File: src/rtl/fetch_queue.sv
// Instruction-fetch front end: issues sequential word fetches into a prefetch queue, pairs in-order
// responses with their PCs, and flushes on redirect. Define FETCH_QUEUE_BYPASS_EN for rsp->inst bypass.
module fetch_queue #(
   parameter int              XLEN     = 32,
   parameter int              DEPTH    = 4,
   parameter logic [XLEN-1:0] RESET_PC = '0
) (
   input  logic                       clk,
   input  logic                       rst_n,
   output logic                       imem_req_valid,
   input  logic                       imem_req_ready,
   output logic [XLEN-1:0]            imem_req_addr,
   input  logic                       imem_rsp_valid,
   input  logic [31:0]                imem_rsp_data,
   input  logic                       redirect_valid,
   input  logic [XLEN-1:0]            redirect_pc,
   output logic                       inst_valid,
   input  logic                       inst_ready,
   output logic [31:0]                inst_data,
   output logic [XLEN-1:0]            inst_pc,
   output logic [$clog2(DEPTH+1)-1:0] fq_count
);
   localparam int PW = $clog2(DEPTH);
   localparam int CW = $clog2(DEPTH+1);
   localparam logic [CW:0] DEPTH_C = (CW+1)'(DEPTH);

   logic [XLEN-1:0]  fetch_pc;
   logic [XLEN-1:0]  slot_pc   [DEPTH];
   logic [31:0]      slot_data [DEPTH];
   logic [DEPTH-1:0] slot_filled;
   logic [PW-1:0]    head, tail, fill;
   // pend counts allocated slots still waiting for their response
   logic [CW-1:0]    alloc, drop, pend;
   logic [CW:0]      credit_used;
   logic             issue, pop, rsp_drop, rsp_take;

   assign credit_used    = {1'b0, alloc} + {1'b0, drop};
   assign imem_req_valid = rst_n && !redirect_valid && (credit_used < DEPTH_C);
   assign imem_req_addr  = fetch_pc;
   assign issue          = imem_req_valid && imem_req_ready;
   assign rsp_drop       = imem_rsp_valid && (drop != '0);
   assign rsp_take       = imem_rsp_valid && (drop == '0) && (pend != '0);
   assign inst_pc        = slot_pc[head];
   assign fq_count       = alloc;

`ifdef FETCH_QUEUE_BYPASS_EN
   // An unfilled head is always the oldest pending slot, so a taken response belongs to it
   logic bypass_hit;
   assign bypass_hit = rsp_take && !slot_filled[head];
   assign inst_valid = (slot_filled[head] || bypass_hit) && !redirect_valid;
   assign inst_data  = bypass_hit ? imem_rsp_data : slot_data[head];
`else
   assign inst_valid = slot_filled[head] && !redirect_valid;
   assign inst_data  = slot_data[head];
`endif

   assign pop = inst_valid && inst_ready;

   always_ff @(posedge clk or negedge rst_n) begin
      if (!rst_n) begin
         fetch_pc    <= RESET_PC;
         head        <= '0;
         tail        <= '0;
         fill        <= '0;
         alloc       <= '0;
         drop        <= '0;
         pend        <= '0;
         slot_filled <= '0;
         for (int i = 0; i < DEPTH; i++) begin
            slot_pc[i]   <= '0;
            slot_data[i] <= '0;
         end
      end else if (redirect_valid) begin
         fetch_pc    <= redirect_pc & ~XLEN'(3);
         head        <= tail;
         fill        <= tail;
         alloc       <= '0;
         pend        <= '0;
         slot_filled <= '0;
         // Everything still in flight, minus whatever response arrives right now, is stale
         drop        <= drop + pend - CW'(rsp_drop || rsp_take);
      end else begin
         if (issue) begin
            slot_pc[tail] <= fetch_pc;
            tail          <= tail + 1'b1;
            fetch_pc      <= fetch_pc + XLEN'(4);
         end
         if (rsp_drop)
            drop <= drop - 1'b1;
         if (rsp_take) begin
            slot_data[fill]   <= imem_rsp_data;
            slot_filled[fill] <= 1'b1;
            fill              <= fill + 1'b1;
         end
         // Placed after the fill so a bypassed, same-cycle pop leaves the slot released
         if (pop) begin
            slot_filled[head] <= 1'b0;
            head              <= head + 1'b1;
         end
         alloc <= alloc + CW'(issue) - CW'(pop);
         pend  <= pend + CW'(issue) - CW'(rsp_take);
      end
   end
endmodule

File: config.mk
export PLATFORM = sky130hd
export DESIGN_NAME = fetch_queue
export DESIGN_NICKNAME = d
export VERILOG_FILES = /design/src/rtl/fetch_queue.sv
export SDC_FILE = /design/constraint.sdc
export NUM_CORES = 1
export LEC_CHECK = 0
export BUFFER_PORTS_ARGS = -buffer_cell sky130_fd_sc_hd__buf_2
export CAP_MARGIN = 5
export CORE_ASPECT_RATIO = 1.75
export CORE_MARGIN = 2
export CORE_UTILIZATION = 58
export DETAILED_ROUTE_END_ITERATION = 8
export GPL_TIMING_DRIVEN = 0
export PLACE_DENSITY = 0.91
export SKIP_LAST_GASP = 1
export SLEW_MARGIN = 20
export SYNTH_ARGS = -nofsm -noshare
export SYNTH_HDL_FRONTEND = slang
export SYNTH_SLANG_ARGS = --single-unit
File: constraint.sdc
create_clock -name clk -period 4.85 [get_ports clk]
set_clock_uncertainty 0.1 [all_clocks]
set_input_delay 1.455 -clock clk [delete_from_list [all_inputs] [get_ports clk]]
set_output_delay 1.455 -clock clk [all_outputs]
set_load 0.02 [all_outputs]
==> results of run 1 <==
==> registers in the layout (all words and copies together) (netlist names) <==
name / flops
slot_data: 128
slot_pc: 120
imem_req_addr: 30
slot_filled: 4
drop: 3
fq_count: 3
pend: 3
fill: 2
head: 2
tail: 2
==> logic make-up (layout without fill, tap and decap cells) <==
| kind of cell | count (synthesis) | count (layout) |
|---|---|---|
| muxes | 305 | 305 |
| and+or+nand+nor | 134 | 134 |
| adders and majority gates | 27 | 27 |
| buffers and inverters | 90 | 307 |
| xor gates and xnor gates | 12 | 12 |
| DFF | 297 | 297 |
| other | 1 | 5 |
| AOI/OAI and AO/OA | 88 | 88 |
==> critical path, stage by stage, from the launching register on <==
cell,delay (ns)
dfrtp_1,0.39
clkbuf_1,0.62
buf_1,0.84
mux4_2,0.62
buf_2,0.18
==> Yosys cell counts, types with 2 or more instances <==
library cell / n
mux2_2: 240
nand4_1: 10
nor2b_1: 3
inv_1: 23
nor3b_1: 5
a31o_2: 2
and4_1: 2
or4_1: 5
xor2_1: 2
a22oi_1: 2
buf_2: 5
mux2i_1: 2
o211ai_1: 15
clkbuf_1: 39
nand3_1: 14
a221o_1: 2
a21oi_1: 22
or3_1: 2
o21ai_0: 29
nand2_1: 57
nor2_1: 19
dfrtp_1: 297
buf_4: 4
a31oi_1: 2
buf_1: 17
fa_1: 3
mux4_2: 63
nor4_1: 3
ha_1: 24
a32oi_1: 2
xnor2_1: 10
o311ai_0: 9
and3_1: 6
nor3_1: 4
==> worst paths after layout <==
kind,start,endpoint
min in group asynchronous,rst_n,slot_data[41]
setup reg to reg,fq_count[2],pend[2]
hold / removal,slot_pc[58],slot_pc[58]
hold reg to reg,slot_pc[58],slot_pc[58]
max in group asynchronous,rst_n,slot_pc[23]
setup / recovery,head[0],inst_pc[14]
==> repair_timing <==
| action | in CTS | in global routing |
|---|---|---|
| buffers inserted | 1 | 0 |
| cloned | 3 | 1 |
| setup endpoints to repair | 7 | 32 |
| pin swaps | 1 | 0 |
| resized for setup | 1 | 2 |
==> where the power goes <==
group | internal [mW] | total (mW) | switching, mW
clock | 1.27 | 2.20 | 0.939
sequential | 3.28 | 3.77 | 0.488
combinational | 1.46 | 2.91 | 1.45
total | 6.01 | 8.88 | 2.87
==> layer usage <==
metal | vias up | routed length [um]
met5 | - | 15
met4 | 2 | 1792
met3 | 114 | 1917
met2 | 390 | 17810
met1 | 4665 | 11860
li1 | 3900 | -
==> per-stage QoR <==
stage	hold WS (ns)	total power, mW	cells
after floorplan	0.3446	5.746	957
after global placement	0.3575	6.487	1424
after detailed placement	0.3720	6.672	1427
after CTS	0.3876	8.925	1477
after global routing	0.4083	9.322	1478
final	0.3885	8.883	1479
==> final cells by class <==
class / count / area, sq um
fill: 1551 / 7267
tap: 304 / 380.4
multi-input combinational: 570 / 5847
sequential: 297 / 7432
buffer: 65 / 267.8
clock inverter: 11 / 150.1
antenna: 1 / 2.502
clock buffer: 36 / 759.5
timing repair buffer: 171 / 1044
inverter: 24 / 90.09
==> key figures, run 1 <==
Run status
  • Status: finished clean

Synthesis
  • Synth async-reset ratio: 100.0%
  • Simple-Gate Fraction of Synth Area: ~4.9%
  • Synthesized-area fraction occupied by adder cells: 2.644%
  • YS warnings: 0
  • Cell count after synthesis: around 950
  • Synth Area in XOR/XNOR: less than 1%
  • Synth top area share: a little over half
  • Post-synthesis sequential area ratio: a little over half
  • Top_reg_cell synth: dfrtp_1
  • Post-synthesis mux area share: between 30% and 40%
  • Count of cell types in the netlist: 44
  • Compound-Gate Fraction of Synth Area: under 10%
  • Main combinational cell family by area after synthesis: multiplexers
  • Synthesized cell area: 0.01363 sq mm
  • Syn avg cell area: ~14 sq um
  • Register bit count reported by yosys: slightly below 300
  • Synth area leaders: dfrtp_1 (55%), mux2_2 (20%), mux4_2 (10%), ha_1 (2.2%), nand2_1 (1.6%)
  • Number of synthesized flops with an enable pin: 0
  • Cell taking the most area after synthesis: dfrtp_1

Place
  • Placed cell area: 0.01493 sq mm
  • PortBufs: roughly 160
  • Final HPWL DP: ~22 mm
  • Dpl ws: -1.356 ns
  • Gpl congestion: between 0.8 and 0.9

Layout
  • Layout cell share with drive strength beyond 1: a little under half
  • Synthesis-to-finish area growth: 17.21%
  • Final Util: between 60% and 70%
  • # nets final: between 1,000 and 1,500
  • Design area: 0.01597 sq mm
  • Most common cell after layout, fill and taps aside: dfrtp_1
  • Commonest non-fill, non-tap cells in the layout: dfrtp_1 (297), mux2_2 (240), buf_2 (167)

Global route
  • First-pass GRT wire length: approximately 52 mm
  • Antenna violations before repair: 1
  • Vias in the first global route: just under 10,000
  • GR Util All Layers: a little over a quarter
  • Pin count of the biggest net entering global routing: 87
  • GRT met2 Usage: 50.39%
  • Met3 Use GR: about 4.0%
  • Gr ovfl total: 0
  • Met1 global-route usage: 29.71%
  • Most Crowded Layer GR: met2

Clock tree
  • CTS Hold Bufs: 0
  • Max clock buf depth: 3
  • Clock H-tree levels: 1
  • Worst-Skew Late Latency: approximately 0.55 ns
  • CTS root buf: clkbuf_16
  • TritonCTS clock tree: built
  • CTS sink count: between 200 and 300
  • Reg clk slew, reported paths: 0.07 ns
  • CTS buffer count: 27

Detailed routing
  • DR vias: about 9,100
  • Initial drt markers: 714
  • Antenna viol nets, final: 0
  • DRC violations left: 0
  • Vias per cell: 6.133
  • Wire per inst: between 20 and 25 um
  • Pre-Repair DR Iteration Count: 5
  • Drt total wl: about 33 mm

Timing
  • Crit share post-route: between 90 and 100%
  • Worst setup margin: 0.08161 ns
  • Final setup violation count: 0
  • Post-route setup TNS: 0 ns
  • Slew headroom: between 20% and 30%
  • Unrepaired setup endpoints after global routing: true
  • Final-report max-slew violation count: 0
  • Tmin final: ~4.8 ns
  • Max Fclk: approximately 210 MHz
  • Worst-Margin Slew: 1.102 ns
  • Final hold vios: 0

Critical path
  • Crit Path Category: flip-flop to output port
  • Nature of the critical path endpoint: output port
  • Reg-to-reg setup timing slack: around 1.3 ns
  • Worst-path fanout max: 10
  • CP Launch Type: flip-flop
  • Req. time, crit path: 3.29 ns
  • CP arrival: between 3 and 4 ns
  • Worst r2r path cells: 13

Floorplanning
  • Die area: approximately 0.025 sq mm
  • Starting density of the core: between 50% and 60%
  • Row Count: 74
  • Top Ports: around 170
  • Die H: 206.8 um
  • Core Region: approximately 0.023 sq mm
  • Die span in x: about 120 um

Min path
  • Hold path cells: 2
  • Hold Path Class: flip-flop to flip-flop

Pwr
  • Max VDD drop: 0.3436 mV
  • Leak pwr: approximately 7.8 nW
  • Pwr Density: roughly 560 mW/mm^2

Flow run
  • Max-Cap Viols: 0
No activity file was read; power rests on OpenSTA's default activity.
==> run 2: changes to the inputs <==
--- a/config.mk
+++ b/config.mk
@@ -7,11 +7,13 @@
 export LEC_CHECK = 0
 export BUFFER_PORTS_ARGS = -buffer_cell sky130_fd_sc_hd__buf_2
 export CAP_MARGIN = 5
+export CELL_PAD_IN_SITES_DETAIL_PLACEMENT = 1
+export CELL_PAD_IN_SITES_GLOBAL_PLACEMENT = 1
 export CORE_ASPECT_RATIO = 1.75
 export CORE_MARGIN = 2
-export CORE_UTILIZATION = 58
+export CORE_UTILIZATION = 48
 export DETAILED_ROUTE_END_ITERATION = 8
-export GPL_TIMING_DRIVEN = 0
+export GPL_TIMING_DRIVEN = 1
 export PLACE_DENSITY = 0.91
 export SKIP_LAST_GASP = 1
 export SLEW_MARGIN = 20
==> key figures, run 2 (synthesized netlist as in run 1, its figures left out) <==
Run status
  • Status: finished clean

Timing
  • Worst-Margin Slew: between 0.9 and 1 ns
  • Crit share post-route: between 80 and 90%
  • Final setup violation count: 0
  • Unrepaired setup endpoints after global routing: false
  • Post-route setup TNS: 0 ns
  • Final hold vios: 0
  • Tmin final: roughly 4 ns
  • Slew headroom: between 30% and 40%
  • Worst setup margin: 0.7459 ns
  • Max Fclk: about 240 MHz
  • Final-report max-slew violation count: 0

Detailed routing
  • Initial drt markers: slightly below 400
  • Pre-Repair DR Iteration Count: 5
  • DR vias: 8,760
  • DRC violations left: 0
  • Antenna viol nets, final: 0
  • Drt total wl: 35.18 mm
  • Wire per inst: 23.43 um
  • Vias per cell: approximately 5.8

Min path
  • Startpoint of the lowest-slack hold path: slot_pc[4]
  • Hold path cells: 2
  • Hold Path Class: flip-flop to flip-flop
  • WHS Endpoint: slot_pc[4]

Clock tree
  • CTS sink count: around 300
  • Post-CTS Setup Repair Bufs: 0
  • CTS Hold Bufs: 0
  • Gates resized, CTS repair: 0
  • CTS buffer count: 27
  • CTS root buf: clkbuf_16
  • Max clock buf depth: 3
  • Reg clk slew, reported paths: 0.07 ns
  • Clock H-tree levels: 1
  • Worst-Skew Late Latency: approximately 0.56 ns
  • TritonCTS clock tree: built

Flow run
  • Max-Cap Viols: 0

Critical path
  • Worst r2r path cells: 10
  • Nature of the critical path endpoint: output port
  • FF-to-FF End: fq_count[2]
  • CP arrival: 2.55 ns
  • RR Startpoint: head[1]
  • Crit Path Category: input port to output port
  • Req. time, crit path: ~3.3 ns
  • Reg-to-reg setup timing slack: approximately 1.6 ns
  • Worst-path fanout max: 3
  • CP Launch Type: input port

Place
  • Final HPWL DP: between 20 and 25 mm
  • Gpl congestion: between 0.7 and 0.8
  • Dpl ws: between 0.7 and 0.8 ns
  • PortBufs: about 160

Global route
  • First-pass GRT wire length: 55.75 mm
  • Pin count of the biggest net entering global routing: between 80 and 90
  • GR Util All Layers: around a quarter
  • Vias in the first global route: 10,034
  • Antenna violations before repair: 2
  • Gr ovfl total: 0

Layout
  • Biggest register: slot_data
  • Layout cell share with drive strength beyond 1: slightly below 50%
  • Commonest non-fill, non-tap cells in the layout: dfrtp_1 (295), mux2_2 (240), buf_2 (163)
  • Synthesis-to-finish area growth: 15.95%
  • Max reg flops: approximately 130
  • Most common cell after layout, fill and taps aside: dfrtp_1
  • # nets final: between 1,000 and 1,500

Floorplanning
  • Die H: ~230 um
  • Die span in x: 131.4 um
  • Top Ports: 171
  • Die area: approximately 0.03 sq mm
  • Core Region: ~0.028 sq mm
  • Starting density of the core: between 40% and 50%
  • Row Count: 81

Pwr
  • Leak pwr: 7.723 nW
  • Pwr Density: approximately 560 mW/mm^2
  • Max VDD drop: 0.3208 mV
run 2: cell count changes in the layout (fill, tap and decap cells not counted), sizes merged:
cell    change
bufinv      -1
bufbuf      -3
clkinv      +1
clkbuf     -38
buf         -4
inv         -2
run 2: worst max path at each step:
stage	startpoint	endpoint	cells past startpoint	slack, ns
after detailed placement	redirect_valid	imem_req_valid	4	0.72
after floorplan	redirect_valid	pend[2]	14	0.36
after global placement	redirect_valid	imem_req_valid	4	0.73
final	redirect_valid	imem_req_valid	4	0.75
after global routing	head[0]	inst_pc[5]	3	0.65
after CTS	head[0]	inst_pc[5]	3	0.70
run 2: worst max-delay path: stages:
cell,delay [ns]
buf_2,0.13
or4b_4,0.57
nor3_1,0.20
buf_2,0.19
run 2: layout make-up:
class	count	area (sq um)
clock buffers	40	814.5
repair buffers	187	1020
fillers	2763	12170
well taps	373	466.7
inverters	24	90.09
diodes	1	2.502
multi-input cells	570	5867
clock inverters	9	101.3
flip-flops and latches	297	7440
run 2: per-layer routing:
metal	wire length (um)	global-route usage, %	part of all wire [%]	vias up
met3	1309	3.175	3.7	64
met2	19800	45.94	56	218
li1	-	-	-	3799
met5	13	0	0.037	-
met1	13090	26.63	37	4677
met4	960	8.836	2.7	2
run 2: through the flow:
step | std cells | power, mW | utilization (%) | area (sq um) | hold WS [ns]
after floorplan | 957 | 5.746 | - | 13640 | 0.3446
after CTS | 1500 | 9.009 | 56.47 | 15800 | 0.3875
after global placement | 1451 | 6.508 | 53.19 | 14880 | 0.3573
after global routing | 1500 | 9.357 | 56.48 | 15800 | 0.4069
final | 1501 | 8.905 | 56.49 | 15800 | 0.3871
after detailed placement | 1451 | 6.756 | 53.19 | 14880 | 0.3724
run 2: power by group:
| group | leakage, nW | total, mW | switching [mW] | internal [mW] |
|---|---|---|---|---|
| combinational | 3.33 | 2.77 | 1.32 | 1.45 |
| clock | 0.455 | 2.21 | 0.948 | 1.27 |
| sequential | 3.94 | 3.92 | 0.634 | 3.29 |
